File: src/rtl/rvseed_opfetch_stage.sv
// rvseed_opfetch_stage: operand fetch with x0/EX-MEM/WB bypass, load-use stall and a
// valid/ready registered payload towards execute.
module rvseed_opfetch_stage #(
  parameter int CPU_WIDTH      = 32,
  parameter int REG_ADDR_WIDTH = 5
) (
  input  logic                      clk,
  input  logic                      rst_n,
  input  logic                      flush,
  input  logic                      in_valid,
  output logic                      in_ready,
  input  logic [CPU_WIDTH-1:0]      in_pc,
  input  logic [REG_ADDR_WIDTH-1:0] in_rs1,
  input  logic [REG_ADDR_WIDTH-1:0] in_rs2,
  input  logic                      in_rs1_used,
  input  logic                      in_rs2_used,
  input  logic [REG_ADDR_WIDTH-1:0] in_rd,
  input  logic                      in_rd_wen,
  input  logic                      in_is_load,
  output logic [REG_ADDR_WIDTH-1:0] reg1_raddr,
  output logic [REG_ADDR_WIDTH-1:0] reg2_raddr,
  input  logic [CPU_WIDTH-1:0]      reg1_rdata,
  input  logic [CPU_WIDTH-1:0]      reg2_rdata,
  input  logic                      exm_wen,
  input  logic [REG_ADDR_WIDTH-1:0] exm_rd,
  input  logic [CPU_WIDTH-1:0]      exm_data,
  input  logic                      exm_is_load,
  input  logic                      wb_wen,
  input  logic [REG_ADDR_WIDTH-1:0] wb_rd,
  input  logic [CPU_WIDTH-1:0]      wb_data,
  output logic                      out_valid,
  input  logic                      out_ready,
  output logic [CPU_WIDTH-1:0]      out_pc,
  output logic [CPU_WIDTH-1:0]      out_op1,
  output logic [CPU_WIDTH-1:0]      out_op2,
  output logic [REG_ADDR_WIDTH-1:0] out_rd,
  output logic                      out_rd_wen,
  output logic                      out_is_load
);
  logic [CPU_WIDTH-1:0] op1, op2;
  logic                 haz1, haz2;
  assign reg1_raddr = in_rs1;
  assign reg2_raddr = in_rs2;
  // EX/MEM load data is not available yet, so a load there must stall rather than bypass
  assign op1 = (in_rs1 == '0) ? '0 :
               (exm_wen && exm_rd == in_rs1 && !exm_is_load) ? exm_data :
               (wb_wen && wb_rd == in_rs1) ? wb_data : reg1_rdata;
  assign op2 = (in_rs2 == '0) ? '0 :
               (exm_wen && exm_rd == in_rs2 && !exm_is_load) ? exm_data :
               (wb_wen && wb_rd == in_rs2) ? wb_data : reg2_rdata;
  assign haz1 = in_rs1_used && in_rs1 != '0 &&
                ((out_valid && out_is_load && out_rd_wen && out_rd == in_rs1) ||
                 (exm_wen && exm_is_load && exm_rd == in_rs1));
  assign haz2 = in_rs2_used && in_rs2 != '0 &&
                ((out_valid && out_is_load && out_rd_wen && out_rd == in_rs2) ||
                 (exm_wen && exm_is_load && exm_rd == in_rs2));
  assign in_ready = !flush && !haz1 && !haz2 && (!out_valid || out_ready);
  always_ff @(posedge clk or negedge rst_n) begin
    if (!rst_n) begin
      out_valid   <= 1'b0;
      out_pc      <= '0;
      out_op1     <= '0;
      out_op2     <= '0;
      out_rd      <= '0;
      out_rd_wen  <= 1'b0;
      out_is_load <= 1'b0;
    end else if (flush) begin
      out_valid <= 1'b0;
    end else if (in_valid && in_ready) begin
      out_valid   <= 1'b1;
      out_pc      <= in_pc;
      out_op1     <= op1;
      out_op2     <= op2;
      out_rd      <= in_rd;
      out_rd_wen  <= in_rd_wen;
      out_is_load <= in_is_load;
    end else if (out_ready) begin
      out_valid <= 1'b0;
    end
  end
endmodule

File: config.mk
export PLATFORM = sky130hd
export DESIGN_NAME = rvseed_opfetch_stage
export DESIGN_NICKNAME = d
export VERILOG_FILES = /design/src/rtl/rvseed_opfetch_stage.sv
export SDC_FILE = /design/constraint.sdc
export NUM_CORES = 1
export LEC_CHECK = 0
export ABC_AREA = 1
export CORE_MARGIN = 1.5
export CORE_UTILIZATION = 47
export CTS_BUF_LIST = sky130_fd_sc_hd__clkbuf_16
export CTS_CLUSTER_SIZE = 10
export DETAILED_ROUTE_END_ITERATION = 8
export GPL_TIMING_DRIVEN = 0
export PLACE_DENSITY = 0.86
export SETUP_SLACK_MARGIN = 0.3
export SYNTH_ARGS = -nofsm -noshare
export SYNTH_HDL_FRONTEND = slang
export SYNTH_SLANG_ARGS = --single-unit
File: constraint.sdc
create_clock -name clk -period 4.5 [get_ports clk]
set_clock_uncertainty 0.15 [all_clocks]
set_input_delay 0.675 -clock clk [delete_from_list [all_inputs] [get_ports clk]]
set_output_delay 0.675 -clock clk [all_outputs]
set_load 0.03 [all_outputs]
==> results.md, run 1 <==
- CTS Hold Bufs: 0
- Rows: 44
- Sequential fraction of the synthesis area: 36.5%
- Worst path max stage delay: 0.56 ns
- Clock transition at path regs: 0.07 ns
- Power Density: 315 nW/um^2
- Commonest non-fill, non-tap cell in the layout: nand2_1
- Gate Count Post-Synth: 1135
- CP Capture Type: output port
- Final Cell Area: 10800 sq um
- Wire length of the first global-routing pass: 43.6 mm
- Post-Synthesis Cell Area: 7130 sq um
- Critical-path cell list: clkdlybuf4s50_1 -> nor3_1 -> nand3_2 -> nand2_1 -> inv_2 -> nand2_1 -> nand2_1 -> nor2_1 -> buf_2 -> dlymetal6s2s_1
- Antenna violations before repair: 0
- GRT Util Overall: 35.3%
- Vias in the first global route: 8285
- Vias: 8918
- CP max FO: 10
- Clk root buf: clkbuf_16
- Dominant cells by area after synthesis: dfrtp_1, nand2_1, nand3_1, nand4_1, nor2_1
- Placer's final routability congestion estimate: 0.984
- Final net count: 1654
- Synthesized net count: 1332
- Layout cells sized above 1: 6.30%
- Initial DRC count: 901
- Final setup fails: 0
- DRT antenna net count: 0
- Synth area leader: dfrtp_1
- Post-CTS Resized: 0
- HP Class: input port to async pin
- Die W: 126 um
- Synth top area share: 36.5%
- Rel. slew slack: 54.6%
- Drt via density: 5.42
- Remaining DRCs: 0
- Period Utilization, post-route: 81.2%
- R2r setup slk: 2.31 ns
- Register area: 2600 sq um
- Core area: 14700 sq um
- Max Cap Viol: 0
- FILL cells: 1226
- Slew Limit Fails: 0
- Mean Syn Cell Area: 6.29 sq um
- Clock Path Buffers: 2
- Peak supply drop: 273 uV
- Starting Density: 48.5%
- Worst EP required: 3.67 ns
- Dpl cell area: 10500 sq um
- CP arrival: 2.83 ns
- Synth warn: 0
- Fin crit period: 3.65 ns
- Largest net degree at the start of global routing: 59
- Clk Latency, worst-skew pair: 0.36 ns
- Hold_ws: 0.189 ns
- Crit-path slowest cell: clkdlybuf4s50_1
- WL final: 28.1 mm
- Io pins: 312
- Number of port buffers: 310
- RSZ-0062 raised after global routing: false
- Die ar.: 15900 sq um
- TritonRoute pass-1 iters: 6
- Die height: 126 um
- CP dominant cell by count: nand2_1
- WS Path Type: input port to output port
- TritonCTS clock tree: built
- Pleak: 0.00573 uW
- Post-DP HPWL: 22.0 mm
- Multi-input gate area: 3820 sq um
- Commonest cells after routing, fill and taps aside: nand2_1, clkdlybuf4s50_1, nor2_1
- Post-CTS setup repair buffer count: 0
- CTS Sinks: 104
- Netlist cell types: 25
- CTS buffer count: 9
- CP startpoint kind: input port
- # H-tree levels: 3
- Routed WL per cell: 17.1 um
- #FFs+latches synth: 104
- Ant. Diodes: 0
- Worst-Margin Slew: 0.679 ns
- Status: complete, no violations
- Fmax: 274 MHz
- Layout area overhead: 51.6%
- GR Overflow Total: 0
- Final Hold Viols: 0
- Post-route setup TNS: 0 ns
cell usage after synthesis (all sizes together):
cell type	n
nand3b	1
nand2	457
o21ai	6
xor2	3
nor3	2
clkbuf	36
a21oi	6
or2	2
inv	60
nor2	148
xnor2	5
dfrtp	104
nand4	106
nand3	136
nor3b	2
buf	61
registers in the layout (all words and copies together) (netlist names):
name and count:
out_is_load 1, out_op1 32, out_op2 32, out_pc 32, out_rd 5, out_rd_wen 1
out_valid 1
final cells by class:
cell class                      count  share of cell area [%]
Multi-Input combinational cell    874                    35.3
Timing Repair Buffer              311                    28.9
Sequential cell                   104                    24.1
Buffer                             97                    4.55
Tap cell                          184                    2.13
Clock buffer                        9                    2.08
Inverter                           60                    2.08
Clock inverter                      6                   0.844
path summary, 6_finish.rpt:
check	start	end	cells after the start
hold / removal	rst_n	out_op2[0]	1
hold reg to reg	out_pc[2]	out_pc[2]	2
max in group asynchronous	rst_n	out_pc[29]	2
setup reg to reg	out_rd[3]	out_valid	9
min in group clk	out_pc[2]	out_pc[2]	2
setup / recovery	in_rs1[1]	in_ready	10
per-stage QoR:
step	cells	utilization (%)	worst slack, ns	power [uW]
detailed placement	1630	71.4	0.404	2550
global placement	1629	71.2	-1.40	2530
finish	1645	73.6	0.847	3410
CTS	1645	73.5	0.396	3400
global route	1645	73.6	0.677	3570
floorplan	1135	-	2.04	1870
power breakdown:
group	total, uW	switching, uW	leakage, uW	internal (uW)
Sequential	1180	97.1	0.00129	1090
Clock	857	368	0.000156	489
Combinational	1370	792	0.00428	573
Total	3410	1260	0.00573	2150
worst max-delay path: cells and delay by family:
family                 cells  cell delay, ns
AND/OR/NAND/NOR            6            0.98
buffers and inverters      4            1.18
kinds of logic (layout without fill, tap and decap cells):
| kind of cell | count (synthesis) | count (layout) | share of synthesized area (%) |
|---|---|---|---|
| and+or+nand+nor | 854 | 854 | 51.6 |
| AOI/OAI and AO/OA | 12 | 12 | 0.894 |
| buffers and inverters | 157 | 483 | 10.0 |
| DFF | 104 | 104 | 36.5 |
| xor gates and xnor gates | 8 | 8 | 0.982 |
per-layer routing:
layer	GRT usage [%]	share of wire [%]	vias up	routed length (um)
met1	43.4	38	4049	10600
met4	15.1	4.1	0	1160
met2	58.9	47	515	13300
met3	9.01	11	75	3020
met5	0	0	-	0
li1	-	-	4279	-
No activity file was read; power rests on OpenSTA's default activity.
==> run 2, diff against run 1 <==
--- a/config.mk
+++ b/config.mk
@@ -7,12 +7,12 @@
 export LEC_CHECK = 0
 export ABC_AREA = 1
 export CORE_MARGIN = 1.5
-export CORE_UTILIZATION = 47
+export CORE_UTILIZATION = 39
 export CTS_BUF_LIST = sky130_fd_sc_hd__clkbuf_16
 export CTS_CLUSTER_SIZE = 10
 export DETAILED_ROUTE_END_ITERATION = 8
 export GPL_TIMING_DRIVEN = 0
-export PLACE_DENSITY = 0.86
+export PLACE_DENSITY = 0.76
 export SETUP_SLACK_MARGIN = 0.3
 export SYNTH_ARGS = -nofsm -noshare
 export SYNTH_HDL_FRONTEND = slang
==> constraint.sdc (replaced) <==
create_clock -name clk -period 3.17 [get_ports clk]
set_clock_uncertainty 0.15 [all_clocks]
set_input_delay 0.4755 -clock clk [delete_from_list [all_inputs] [get_ports clk]]
set_output_delay 0.4755 -clock clk [all_outputs]
set_load 0.03 [all_outputs]
==> run 2 against run 1 <==
- design area up 0.66%
- sequential share of layout area down 0.16 points
- wire length up 4.2%
- register-to-register slack worse by 1.3 ns
- non-clock buffer count up 2
- first-iteration DRC count down 23%
- total power up 41%
- combinational power up 41%
- worst hold slack worse by 0.13 ns
- flip-flop and latch count unchanged
- die area up 20%
- largest cell class unchanged
- largest power group unchanged
==> results.md, run 2 (synthesis gave the netlist of run 1 again) <==
- Period Utilization, post-route: 86.1%
- TritonCTS clock tree: built
- Final net count: 1656 (+0.12%)
- CTS buffer count: 9 (unchanged)
- TritonRoute pass-1 iters: 5 (-1)
- M1 wire length: 11.8 mm (+11%)
- Starting Density: 39.7% (-8.8 points)
- Peak supply drop: 274 uV (+0.40%)
- Antenna violations before repair: 1 (+1)
- Rows: 49 (+11%)
- CP max FO: 10 (unchanged)
- Number of port buffers: 310 (unchanged)
- Status: complete, no violations
- Placer's final routability congestion estimate: 0.949 (-3.5%)
- Fin crit period: 2.73 ns
- Vias: 8899 (-0.21%)
- Remaining DRCs: 0 (unchanged)
- FILL cells: 1748 (+43%)
- Routed WL per cell: 17.3 um (+1.2%)
- Post-DP HPWL: 23.0 mm (+4.4%)
- Top Registers: out_op1 x32, out_op2 x32, out_pc x32
- Max Used Layer: met4
- Largest net degree at the start of global routing: 64 (+8.5%)
- R2r setup slk: 1.01 ns (-1.30 ns)
- Fmax: 367 MHz
- Placed cell count: 1675 (+2.8%)
- CP startpoint kind: input port
- Post-route setup TNS: 0 ns (unchanged)
- Commonest cells after routing, fill and taps aside: nand2_1, clkdlybuf4s50_1, nor2_1
- Worst-Margin Slew: 0.863 ns (+0.184 ns)
- Power Density: 441 nW/um^2 (+40%)
- WL final: 29.3 mm (+4.2%)
- Wire length of the first global-routing pass: 45.6 mm (+4.6%)
- Crit-path slowest cell: clkdlybuf4s50_1
- Die W: 138 um (+9.5%)
- CP Capture Type: output port
- Clock Path Buffers: 2 (unchanged)
- Fin util: 60.6% (-13 points)
- Final Instance Count excl. Fillers: 1695 (+3.0%)
- Io pins: 312 (unchanged)
- CP arrival: 2.10 ns (-0.73 ns)
- GRT Util Overall: 30.2% (-5.1 points)
- Crit Reg-Reg Endpoint: out_op2[25]
- Layout area overhead: 52.6%
- WS Path Type: input port to output port
- Metal2 WL: 14.0 mm (+5.6%)
- Reg2reg path depth: 10 (+1)
- GR Overflow Total: 0 (unchanged)
- Rel. slew slack: 42.5% (-12 points)
- Worst r2r src: out_rd[3]
- Max Cap Viol: 0 (unchanged)
- Layout cells sized above 1: 7.04% (+0.74 points)
- Clk Latency, worst-skew pair: 0.35 ns (about the same)
- Pleak: 0.00574 uW (+0.15%)
- Commonest non-fill, non-tap cell in the layout: nand2_1
- # H-tree levels: 3 (unchanged)
- Initial DRC count: 693 (-23%)
- CTS Sinks: 104 (unchanged)
- Clock transition at path regs: 0.07 ns (about the same)
- Final Cell Area: 10900 sq um (+0.66%)
- CTS Hold Bufs: 0 (unchanged)
- Drt via density: 5.25 (-3.2%)
- Critical-path cell list: clkdlybuf4s50_1 -> nor2_1 -> nor2_1 -> nor2_1 -> nand4_1 -> nand2_2 -> nand2_1 -> nand2_1 -> nor2_2 -> buf_4 -> buf_2
- DRT antenna net count: 0 (unchanged)
- Hold_ws: 0.0623 ns (-0.126 ns)
- HP Class: input port to async pin
- CP dominant cell by count: nor2_1
- Final Hold Viols: 0 (unchanged)
- Worst path max stage delay: 0.51 ns (-0.05 ns)
- Clk root buf: clkbuf_16
- Core area: 18000 sq um (+22%)
- Slew Limit Fails: 0 (unchanged)
- Vias in the first global route: 8467 (+2.2%)
- Dpl cell area: 10500 sq um (+0.47%)
- Worst EP required: 2.54 ns (-1.13 ns)
- RSZ-0062 raised after global routing: false
- WL met3: 2.79 mm (-7.7%)
- Final setup fails: 0 (unchanged)
- Die ar.: 19100 sq um (+20%)
- Die height: 138 um (+9.5%)
-- run 2: changes by cell type in the layout (fill, tap and decap cells not counted), moves of 2 or more --
cell,delta
buf_4,+3
nor3_2,+2
nor3_1,-2
diode_2,+2
dlygate4sd2_1,+9
clkdlybuf4s50_1,-10
clkinvlp_4,+2
nor2_2,+2
nor2_1,-2
-- run 2: repair_timing --
item / CTS / global route
gates resized for setup: 19 / 6
endpoints found under the setup margin: 1 / 1
hold endpoints to repair: 0 / 0
pin swaps: 2 / 0
buffers inserted: 2 / 0
-- run 2: worst max-delay path by stage --
stage / cells after the start / startpoint / endpoint / slack (ns)
final: 11 / exm_rd[0] / in_ready / 0.44
after global routing: 12 / exm_rd[1] / in_ready / 0.31
after CTS: 9 / in_rs2[4] / in_ready / 0.30
after detailed placement: 10 / in_rs1[0] / in_ready / -0.65
after global placement: 1 / rst_n / out_pc[23] / -2.71
after floorplan: 8 / in_rs1[0] / in_ready / 1.11
-- run 2: area by class of cell --
type,instances,area (sq um),share of cell area [%]
Multi-Input combinational cell,874,3850,35.4
Timing Repair Buffer,313,3120,28.7
Sequential cell,104,2600,23.9
Buffer,97,494,4.54
Tap cell,229,287,2.63
Clock buffer,9,225,2.07
Inverter,60,225,2.07
Clock inverter,7,77.6,0.712
Antenna cell,2,5.00,0.0460
-- run 2: power by group --
part	switching [uW]	internal, uW
clock	567	622
combinational	1120	811
sequential	143	1540
-- run 2: stage by stage --
stage / setup slack [ns] / total power (uW)
after floorplan: 1.11 / 2660
after global placement: -2.71 / 3610
after detailed placement: -0.646 / 3620
after CTS: 0.304 / 4830
after global routing: 0.312 / 5040
final: 0.442 / 4800
-- run 2: worst max-delay path: cells and delay by family --
family | cells | cell delay [ns]
buffers and inverters | 3 | 0.92
AND/OR/NAND/NOR | 8 | 0.71
-- run 2: per-layer routing --
layer  track usage (%)  vias to the layer above
li1                  -                     4290
met1              38.2                     4127
met2              50.9                      430
met3              8.35                       52
met4              7.87                        0
met5                 0                        -
==> run 3, diff against run 2 <==
--- a/config.mk
+++ b/config.mk
@@ -12,7 +12,7 @@
 export CTS_CLUSTER_SIZE = 10
 export DETAILED_ROUTE_END_ITERATION = 8
 export GPL_TIMING_DRIVEN = 0
-export PLACE_DENSITY = 0.76
+export PLACE_DENSITY = 0.78
 export SETUP_SLACK_MARGIN = 0.3
 export SYNTH_ARGS = -nofsm -noshare
 export SYNTH_HDL_FRONTEND = slang
==> run 3 against run 2 <==
- fmax decreased by 1.9%
- critical path depth decreased by 3
- first-iteration DRC count increased by 1.9%
- total power decreased by 1.8%
- largest cell class unchanged
- highest routed layer unchanged
- utilization decreased by 0.083 points
- cell count decreased by 0.12%
- global-route usage decreased by 0.53 points
- sequential power about the same
- critical endpoint unchanged
- worst hold slack improved by 0.26 ns
==> results.md, run 3 (synthesis gave the netlist of run 1 again) <==
- Status: complete, no violations
- CP Capture Type: output port
- Clk root buf: clkbuf_16
- Clk Latency, worst-skew pair: 0.36 ns (about the same)
- CTS Sinks: 104 (unchanged)
- Post-DP HPWL: 22.9 mm (-0.65%)
- M1 wire length: 11.4 mm (-3.4%)
- Worst hold endpoint: out_pc[30]
- Clock Path Buffers: 2 (unchanged)
- Layout cells sized above 1: 6.97% (-0.068 points)
- Layout area overhead: 52.4%
- Clock transition at path regs: 0.08 ns (about the same)
- Io pins: 312 (unchanged)
- WS Path Type: input port to output port
- Die height: 138 um (unchanged)
- Vias: 8935 (+0.40%)
- Final Cell Area: 10900 sq um (-0.14%)
- Metal2 WL: 13.6 mm (-3.1%)
- Rel. slew slack: 47.3% (+4.8 points)
- # H-tree levels: 3 (unchanged)
- DRT antenna net count: 0 (unchanged)
- Pleak: 0.00576 uW (+0.26%)
- Final Instance Count excl. Fillers: 1693 (-0.12%)
- CP max FO: 10 (unchanged)
- Register area: 2600 sq um (unchanged)
- TritonRoute pass-1 iters: 5 (unchanged)
- R2r setup slk: 0.94 ns (-0.07 ns)
- Vias in the first global route: 8426 (-0.48%)
- Setup crit start: in_rs2[3]
- Rows: 49 (unchanged)
- TritonCTS clock tree: built
- Top Registers: out_op1 x32, out_op2 x32, out_pc x32
- Initial DRC count: 706 (+1.9%)
- Antenna violations before repair: 0 (-1)
- CP startpoint kind: input port
- Drt via density: 5.28 (+0.52%)
- Reg2reg path depth: 10 (unchanged)
- FILL cells: 1705 (-2.5%)
- Placed cell count: 1675 (unchanged)
- Largest net degree at the start of global routing: 68 (+6.3%)
- HP Class: flip-flop to flip-flop
- Routed WL per cell: 17.1 um (-1.0%)
- Commonest cells after routing, fill and taps aside: nand2_1, clkdlybuf4s50_1, nor2_1
- Period Utilization, post-route: 87.7% (+1.7 points)
- Max Cap Viol: 0 (unchanged)
- Slew Limit Fails: 0 (unchanged)
- Number of port buffers: 310 (unchanged)
- Crit Reg-Reg Endpoint: out_op2[29]
- RSZ-0062 raised after global routing: true
- Worst-Margin Slew: 0.791 ns (-0.0717 ns)
- Final setup fails: 0 (unchanged)
- Peak supply drop: 302 uV (+10%)
- Die ar.: 19100 sq um (unchanged)
- Core area: 18000 sq um (unchanged)
- WL met3: 3.11 mm (+11%)
- Worst r2r src: out_rd[3]
- Dpl cell area: 10500 sq um (about the same)
- Fin util: 60.5% (-0.083 points)
- CTS buffer count: 9 (unchanged)
- Remaining DRCs: 0 (unchanged)
- CP arrival: 2.15 ns (+0.05 ns)
- WL final: 29.0 mm (-1.1%)
- Multi-input gate area: 3850 sq um (about the same)
- Final Hold Viols: 0 (unchanged)
- Fmax: 360 MHz (-1.9%)
- GR Overflow Total: 0 (unchanged)
- Max Used Layer: met4
- Starting Density: 39.7% (unchanged)
- Die W: 138 um (unchanged)
- Final net count: 1657 (+0.060%)
- Hold path cells: 2
- Hold path start: out_pc[30]
- Worst EP required: 2.54 ns (about the same)
- Power Density: 434 nW/um^2 (-1.6%)
- Fin crit period: 2.78 ns (+0.0523 ns)
- Ant. Diodes: 0 (-2)
- Wire length of the first global-routing pass: 45.1 mm (-1.1%)
- Placer's final routability congestion estimate: 0.979 (+3.1%)
- Commonest non-fill, non-tap cell in the layout: nand2_1
- GRT Util Overall: 29.7% (-0.53 points)
run 3: cell types whose count changed in the layout (fill, tap and decap cells not counted), moves of 2 or more:
cell            change
dlymetal6s2s_1      +2
diode_2             -2
nor3_1              +2
nor3_2              -2
clkinv_2            +2
dlygate4sd2_1       -2
run 3: through the flow:
step           TNS (ns)  power (uW)  hold slack (ns)  worst slack, ns
2_1_floorplan         0        2660           0.0299             1.11
3_3_place_gp    -272.07        3610            0.305            -2.62
3_5_place_dp      -4.19        3630            0.309           -0.657
4_1_cts               0        4740            0.328            0.401
5_1_grt               0        4930            0.349            0.291
6_report              0        4720            0.325            0.390
run 3: what timing repair did:
action | CTS | global route
endpoints found under the setup margin | 15 | 7
buffers inserted | 2 | 0
pin swaps | 2 | 0
hold buffers | 1 | 0
gates resized for setup | 18 | 6
hold endpoints to repair | 37 | 0
run 3: per-layer routing:
layer  up-vias  GRT usage (%)
met4         0           10.2
li1       4287              -
met3        65           8.45
met2       519           48.8
met5         -              0
met1      4064           37.4
run 3: area by class of cell:
class	count	area share, %
Multi-Input combinational cell	874	35.4
Timing Repair Buffer	314	28.9
Sequential cell	104	23.9
Buffer	97	4.55
Tap cell	229	2.64
Clock buffer	9	2.07
Inverter	60	2.07
Clock inverter	6	0.414
run 3: worst max path at each step:
| stage | endpoint | slack [ns] | depth (start not counted) |
|---|---|---|---|
| 2_1_floorplan | in_ready | 1.11 | 8 |
| 3_3_place_gp | out_pc[17] | -2.62 | 1 |
| 3_5_place_dp | in_ready | -0.66 | 10 |
| 4_1_cts | in_ready | 0.40 | 12 |
| 5_1_grt | in_ready | 0.29 | 8 |
| 6_report | in_ready | 0.39 | 8 |
run 3: report_power, final:
group          total [uW]  switching [uW]  internal [uW]
clock                1100             562            536
sequential           1680             143           1540
combinational        1940            1120            813
run 3: critical path, stage by stage:
cell	delay, ns
clkdlybuf4s50_1	0.54
nor3_1	0.33
nand3_2	0.12
nand2_1	0.09
a21oi_1	0.05
nor2_2	0.16
buf_4	0.18
buf_2	0.21
